[config.mk]
export PLATFORM = sky130hd
export DESIGN_NAME = cmem_access_arbiter
export DESIGN_NICKNAME = d
export VERILOG_FILES = /design/src/rtl/cmem_pkg.sv /design/src/rtl/cmem_req_buf.sv /design/src/rtl/cmem_access_arbiter.sv
export SDC_FILE = /design/constraint.sdc
export NUM_CORES = 1
export LEC_CHECK = 0
export CORE_ASPECT_RATIO = 0.5
export CORE_MARGIN = 2
export CORE_UTILIZATION = 40
export CTS_BUF_LIST = sky130_fd_sc_hd__clkbuf_8
export CTS_CLUSTER_SIZE = 14
export DETAILED_ROUTE_END_ITERATION = 16
export GPL_TIMING_DRIVEN = 0
export PLACE_DENSITY = 0.61
export SYNTH_ARGS = -nofsm -noshare
export SYNTH_HDL_FRONTEND = slang
export SYNTH_HIERARCHICAL = 1
export SYNTH_SLANG_ARGS = --single-unit
[constraint.sdc]
create_clock -name clk200_i -period 4.7 [get_ports clk200_i]
set_clock_uncertainty 0.15 [all_clocks]
set_input_delay 0.94 -clock clk200_i [delete_from_list [all_inputs] [get_ports clk200_i]]
set_output_delay 0.94 -clock clk200_i [all_outputs]
set_load 0.01 [all_outputs]
[src/rtl/cmem_pkg.sv]
// Shared types and constants for the cmem port arbiter and its request buffers.
package cmem_pkg;

  typedef enum logic [1:0] {
    IDLE  = 2'd0,
    ISSUE = 2'd1,
    WAIT  = 2'd2
  } arb_state_e;

  localparam logic SIDE_CP  = 1'b0;
  localparam logic SIDE_SPI = 1'b1;

  localparam logic [3:0] REG_VERSION  = 4'd10;
  localparam logic [3:0] REG_CONFIG   = 4'd11;
  localparam logic [3:0] REG_R_EVENTS = 4'd12;
  localparam logic [3:0] REG_R_ENABLE = 4'd13;
  localparam logic [3:0] REG_A_EVENTS = 4'd14;
  localparam logic [3:0] REG_A_ENABLE = 4'd15;

  typedef struct packed {
    logic       we;
    logic [3:0] addr;
    logic [3:0] wdata;
  } req_t;

endpackage

[src/rtl/cmem_req_buf.sv]
// One-deep capture buffer for a single requester's access pulse.
module cmem_req_buf
  import cmem_pkg::*;
(
  input  logic       clk_i,
  input  logic       reset_i,
  input  logic       req_i,
  input  logic       we_i,
  input  logic [3:0] addr_i,
  input  logic [3:0] wdata_i,
  input  logic       free_i,
  output logic       valid_o,
  output req_t       req_o,
  output logic       overrun_o
);

  logic valid_q, valid_d;
  logic overrun_q, overrun_d;
  req_t data_q, data_d;
  logic accept;

  // A slot being freed this cycle may be refilled in the same cycle.
  always_comb begin
    accept    = req_i && (!valid_q || free_i);
    valid_d   = valid_q;
    data_d    = data_q;
    overrun_d = overrun_q;
    if (accept) begin
      valid_d = 1'b1;
      data_d  = '{we: we_i, addr: addr_i, wdata: wdata_i};
    end else if (free_i) begin
      valid_d = 1'b0;
    end
    if (req_i && !accept) begin
      overrun_d = 1'b1;
    end
  end

  always_ff @(posedge clk_i) begin
    if (reset_i) begin
      valid_q   <= 1'b0;
      overrun_q <= 1'b0;
      data_q    <= '0;
    end else begin
      valid_q   <= valid_d;
      overrun_q <= overrun_d;
      data_q    <= data_d;
    end
  end

  assign valid_o   = valid_q;
  assign req_o     = data_q;
  assign overrun_o = overrun_q;

endmodule

[src/rtl/cmem_access_arbiter.sv]
// Serialises clockport and SPI accesses onto the single cmem register-file port.
module cmem_access_arbiter
  import cmem_pkg::*;
#(
  parameter int unsigned RD_LAT     = 1,
  parameter int unsigned STARVE_MAX = 4
) (
  input  logic       clk200_i,
  input  logic       reset_i,
  input  logic       cp_req_i,
  input  logic       cp_we_i,
  input  logic [3:0] cp_addr_i,
  input  logic [3:0] cp_wdata_i,
  output logic       cp_busy_o,
  output logic       cp_done_o,
  output logic [3:0] cp_rdata_o,
  output logic       cp_overrun_o,
  input  logic       spi_req_i,
  input  logic       spi_we_i,
  input  logic [3:0] spi_addr_i,
  input  logic [3:0] spi_wdata_i,
  output logic       spi_busy_o,
  output logic       spi_done_o,
  output logic [3:0] spi_rdata_o,
  output logic       spi_overrun_o,
  output logic       mem_read_o,
  output logic       mem_write_o,
  output logic [3:0] mem_address_o,
  output logic [3:0] mem_wdata_o,
  output logic       mem_side_o,
  input  logic [3:0] mem_rdata_i
);

  localparam logic [3:0] STARVE_LIM = 4'(STARVE_MAX);
  localparam logic [1:0] WAIT_INIT  = 2'(RD_LAT - 1);

  arb_state_e state_q, state_d;
  logic [1:0] wait_q, wait_d;
  logic [3:0] starve_q, starve_d;
  logic       read_q, read_d, write_q, write_d, side_q, side_d;
  logic [3:0] addr_q, addr_d, wdata_q, wdata_d;
  logic       cp_done_q, cp_done_d, spi_done_q, spi_done_d;
  logic [3:0] cp_rdata_q, cp_rdata_d, spi_rdata_q, spi_rdata_d;

  logic cp_valid, spi_valid, cp_free, spi_free;
  logic cp_elig, spi_elig, can_grant, grant, pick_spi;
  req_t cp_buf, spi_buf, win;

  cmem_req_buf u_cp_buf (
    .clk_i(clk200_i), .reset_i(reset_i), .req_i(cp_req_i), .we_i(cp_we_i),
    .addr_i(cp_addr_i), .wdata_i(cp_wdata_i), .free_i(cp_free),
    .valid_o(cp_valid), .req_o(cp_buf), .overrun_o(cp_overrun_o)
  );

  cmem_req_buf u_spi_buf (
    .clk_i(clk200_i), .reset_i(reset_i), .req_i(spi_req_i), .we_i(spi_we_i),
    .addr_i(spi_addr_i), .wdata_i(spi_wdata_i), .free_i(spi_free),
    .valid_o(spi_valid), .req_o(spi_buf), .overrun_o(spi_overrun_o)
  );

  // A write in ISSUE may chain straight into the next grant; the issuing buffer is not eligible.
  always_comb begin
    cp_free   = (state_q == ISSUE) && (side_q == SIDE_CP);
    spi_free  = (state_q == ISSUE) && (side_q == SIDE_SPI);
    cp_elig   = cp_valid && !cp_free;
    spi_elig  = spi_valid && !spi_free;
    can_grant = (state_q == IDLE) || ((state_q == ISSUE) && write_q);
    grant     = can_grant && (cp_elig || spi_elig);
    pick_spi  = spi_elig && (!cp_elig || (starve_q == STARVE_LIM));
    win       = pick_spi ? spi_buf : cp_buf;
  end

  always_comb begin
    state_d     = state_q;
    wait_d      = wait_q;
    read_d      = 1'b0;
    write_d     = 1'b0;
    side_d      = side_q;
    addr_d      = addr_q;
    wdata_d     = wdata_q;
    cp_done_d   = 1'b0;
    spi_done_d  = 1'b0;
    cp_rdata_d  = cp_rdata_q;
    spi_rdata_d = spi_rdata_q;
    starve_d    = starve_q;

    case (state_q)
      IDLE: begin
        state_d = IDLE;
      end
      ISSUE: begin
        if (write_q) begin
          cp_done_d  = (side_q == SIDE_CP);
          spi_done_d = (side_q == SIDE_SPI);
          state_d    = IDLE;
        end else begin
          wait_d  = WAIT_INIT;
          state_d = WAIT;
        end
      end
      WAIT: begin
        if (wait_q == 2'd0) begin
          state_d = IDLE;
          if (side_q == SIDE_SPI) begin
            spi_done_d  = 1'b1;
            spi_rdata_d = mem_rdata_i;
          end else begin
            cp_done_d  = 1'b1;
            cp_rdata_d = mem_rdata_i;
          end
        end else begin
          wait_d = wait_q - 2'd1;
        end
      end
      default: state_d = IDLE;
    endcase

    if (grant) begin
      state_d = ISSUE;
      read_d  = !win.we;
      write_d = win.we;
      addr_d  = win.addr;
      wdata_d = win.wdata;
      side_d  = pick_spi ? SIDE_SPI : SIDE_CP;
    end

    // Only cp grants made while spi is genuinely waiting count towards starvation.
    if (!spi_elig || (grant && pick_spi)) begin
      starve_d = 4'd0;
    end else if (grant && (starve_q < STARVE_LIM)) begin
      starve_d = starve_q + 4'd1;
    end
  end

  always_ff @(posedge clk200_i) begin
    if (reset_i) begin
      state_q     <= IDLE;
      wait_q      <= '0;
      starve_q    <= '0;
      read_q      <= 1'b0;
      write_q     <= 1'b0;
      side_q      <= 1'b0;
      addr_q      <= '0;
      wdata_q     <= '0;
      cp_done_q   <= 1'b0;
      spi_done_q  <= 1'b0;
      cp_rdata_q  <= '0;
      spi_rdata_q <= '0;
    end else begin
      state_q     <= state_d;
      wait_q      <= wait_d;
      starve_q    <= starve_d;
      read_q      <= read_d;
      write_q     <= write_d;
      side_q      <= side_d;
      addr_q      <= addr_d;
      wdata_q     <= wdata_d;
      cp_done_q   <= cp_done_d;
      spi_done_q  <= spi_done_d;
      cp_rdata_q  <= cp_rdata_d;
      spi_rdata_q <= spi_rdata_d;
    end
  end

  assign cp_busy_o     = cp_valid;
  assign spi_busy_o    = spi_valid;
  assign cp_done_o     = cp_done_q;
  assign spi_done_o    = spi_done_q;
  assign cp_rdata_o    = cp_rdata_q;
  assign spi_rdata_o   = spi_rdata_q;
  assign mem_read_o    = read_q;
  assign mem_write_o   = write_q;
  assign mem_address_o = addr_q;
  assign mem_wdata_o   = wdata_q;
  assign mem_side_o    = side_q;

endmodule
==> results of run 1 <==
Yosys cell counts, types with 2 or more instances:
cell      instances
nand2b_1         37
dfxtp_1          51
a22oi_1           2
clkbuf_1          7
a211o_2           2
a21oi_1           7
or2_2             2
nand3_1           2
nor2b_4           2
nand2_1           5
nor2b_2           2
mux2i_1          36
a211oi_2          8
inv_1             9
buf_6             6
o31ai_1           3
nand3b_1          2
ha_1              6
nand4_1           2
nor2_1           27
nor3_1            2
cell families (layout without fill, tap and decap cells):
kind of cell	Yosys count	in the layout	share of synthesized area
fa+ha+maj	6	6	0.0310
mux	37	37	0.154
flops	51	51	0.421
simple gates	89	89	0.212
compound gates	30	30	0.117
buf+inv	25	82	0.0645
state kept, by name, indices dropped and copies added (netlist names), 2 cells and up:
signal / cells
u_cp_buf/req_o: 9
spi_rdata_o: 4
state_q: 2
mem_address_o: 4
starve_q: 4
mem_wdata_o: 4
cp_rdata_o: 4
u_spi_buf/req_o: 9
wait_q: 2
through the flow:
stage	util	area (um^2)
final	0.547	3090
after global routing	0.547	3090
after CTS	0.547	3090
after detailed placement	0.531	3010
after global placement	0.531	3010
after floorplan	-	2420
where the power goes:
part	internal (mW)	switching (mW)	total (mW)	leakage, nW
clock	0.105	0.157	0.262	0.0483
combinational	0.111	0.0952	0.206	0.734
sequential	0.460	0.0178	0.478	0.417
total	0.677	0.270	0.947	1.20
layer usage:
layer	part of all wire	routed length, um
met1	0.47	2400
met2	0.47	2410
met3	0.043	218
met4	0.013	67
met5	0	0
worst max path at each step:
stage / slack (ns) / startpoint / cells past startpoint / end
2_1_floorplan: 2.78 / reset_i / 3 / mem_side_o
3_3_place_gp: 2.45 / reset_i / 3 / mem_side_o
3_5_place_dp: 2.45 / reset_i / 3 / mem_side_o
4_1_cts: 2.19 / u_cp_buf/valid_o / 1 / cp_busy_o
5_1_grt: 2.15 / u_cp_buf/valid_o / 1 / cp_busy_o
6_report: 2.20 / u_cp_buf/valid_o / 1 / cp_busy_o
layout make-up:
type / count / area (um^2) / share of cell area
plain buffers: 16 / 123 / 0.0396
clock inverters: 3 / 18.8 / 0.00607
well taps: 73 / 91.3 / 0.0295
clock buffers: 5 / 68.8 / 0.0222
flip-flops and latches: 51 / 1020 / 0.330
repair buffers: 49 / 490 / 0.159
multi-input cells: 162 / 1250 / 0.403
inverters: 9 / 33.8 / 0.0109
==> reports/qor.yml, run 1 <==
ctsResizeCount: 0
hp-class: "reg -> reg"
max_clock_freq_mhz: 399
ys_types: 39
overflow: 0
dr_total_vias: 1805
p_leak_nw: 1.20
r2r-end: "mem_read_o"
path_max_fanout: 6
dp_slack_ns: 2.45
layout_commonest_cell: "dfxtp_1"
finalNetCount: 326
period_needed_ns: 2.50
drive_above_1_share: 0.132
cts-buffers-inserted: 5
rows: 19
core-area_um2: 5660
grt_pass1_vias: 1838
async_flop_share: 0
yosys_warnings: 6
syn-instance-count: 238
yosysSeqAreaShare: 0.421
whs_path_depth: 2
numPlacedInstances: 360
r2r.worst_path.cells: 8
ir_drop_v: 0.000129
power_mw: 0.947
finalSetupTns_ns: 0
path_cells: "clkdlybuf4s50_1"
hold_end: "u_spi_buf/overrun_o"
finalSetupViolCount: 0
ys.flop_type: "dfxtp_1"
grt_max_degree: 17
netlist_area_um2: 2420
tightest_slew_ns: 0.745
maxCapViolations: 0
synth_edf_count: 0
yosys.area.top_type: "dfxtp_1"
diodes: 0
fp.dieH_um: 59.0
ys_top_cells_by_area: "dfxtp_1 (42%), mux2i_1 (15%), nand2b_1 (9.6%), nor2_1 (4.2%), a211oi_2 (4.1%)"
cts.clk_slew.worst_paths_ns: 0.09
min_from: "u_spi_buf/overrun_o"
htree_num_levels: 2
antenna_found_initial: 0
status: "finished, final reports clean"
ant_nets: 0
io_pins: 51
syn_nets: 270
maxSlewHeadroom: 0.503
track_usage: 0.169
r2r_slack_ns: 2.69
gp_congestion: 0.747
syn_to_final_growth_pct: 27.6
nFillCells: 547
fp.dieW_um: 114
drt-total-wl_um: 5090
p_per_area_nw_per_um2: 306
final_cells: 368
layout_setup_ws_ns: 2.20
crit_slowest_cell: "clkdlybuf4s50_1"
place_hpwl_um: 3690
met2_usage: 0.304
path_class: "reg -> out"
cts_tree: "built"
cp_top_family: "buffers and inverters"
hold_viol: 0
drt-initial-drc-count: 88
rr_startpoint: "state_q[1]"
routedWlPerCell_um: 13.8
use_met3: 0.0429
cts_sinks: 51
post_cts_buffers: 0
numPortBuffers: 49
cts_root_buffer: "clkbuf_8"
cts-hold-fix-buffers: 0
slew_violations: 0
postSynthAreaPerCell_um2: 10.2
end_kind: "output port"
critPathLaunchType: "register"
drc: 0
critPathArrivalTime_ns: 1.41
cts.path.max_buffers: 2
top_usage_layer: "met2"
start_util: 0.428
synth-seq-cells: 51
hold_slack_ns: 0.325
mostFrequentLayoutCells: "dfxtp_1 (51), clkdlybuf4s50_1 (49), nand2b_1 (37)"
dieArea_um2: 6740
grtUsageMet1: 0.201
synth_top_area_share: 0.421
max_stage_delay_ns: 0.60
required_ns: 3.61
rsz0062_at_grt: "false"
first_pass_iters: 4
grt_pass1_wl_um: 8690
clk_latency_ns: 0.31
fin_crit_sh: 0.533
viasPerCell: 4.90
crit_buf_inv: 1
No activity file was read; power rests on OpenSTA's default activity.
==> run 2, diff against run 1 <==
Clock period 4.7 ns to 2.5 ns, I/O delays scaled along.
==> results of run 2 <==
Same layout as run 1 (identical final DEF). Status: finished, final reports clean.
Main changes from that run: setup slack after placement 2.45 ns -> 0.510 ns; setup slack after layout 2.20 ns -> 0.436 ns; register-to-register setup slack 2.69 ns -> 0.49 ns; total power 0.947 mW -> 1.78 mW; worst IR drop on VDD 0.000129 V -> 0.000243 V
==> run 3, diff against run 2 <==
Clock period 2.5 ns to 2.1 ns, I/O delays scaled along.
==> results of run 3 <==
Same layout as run 1 (identical final DEF). Status: finished, final reports clean.
Main changes from that run: setup slack after placement 2.45 ns -> 0.110 ns; setup slack after layout 2.20 ns -> 0.0874 ns; hold slack 0.325 ns -> 0.299 ns; start point of the critical path u_cp_buf/valid_o -> state_q[1]; end point of the critical path cp_busy_o -> mem_read_o; register-to-register setup slack 2.69 ns -> 0.09 ns; end point of the worst hold path u_spi_buf/overrun_o -> u_spi_buf/valid_o; total power 0.947 mW -> 2.12 mW; worst IR drop on VDD 0.000129 V -> 0.000289 V
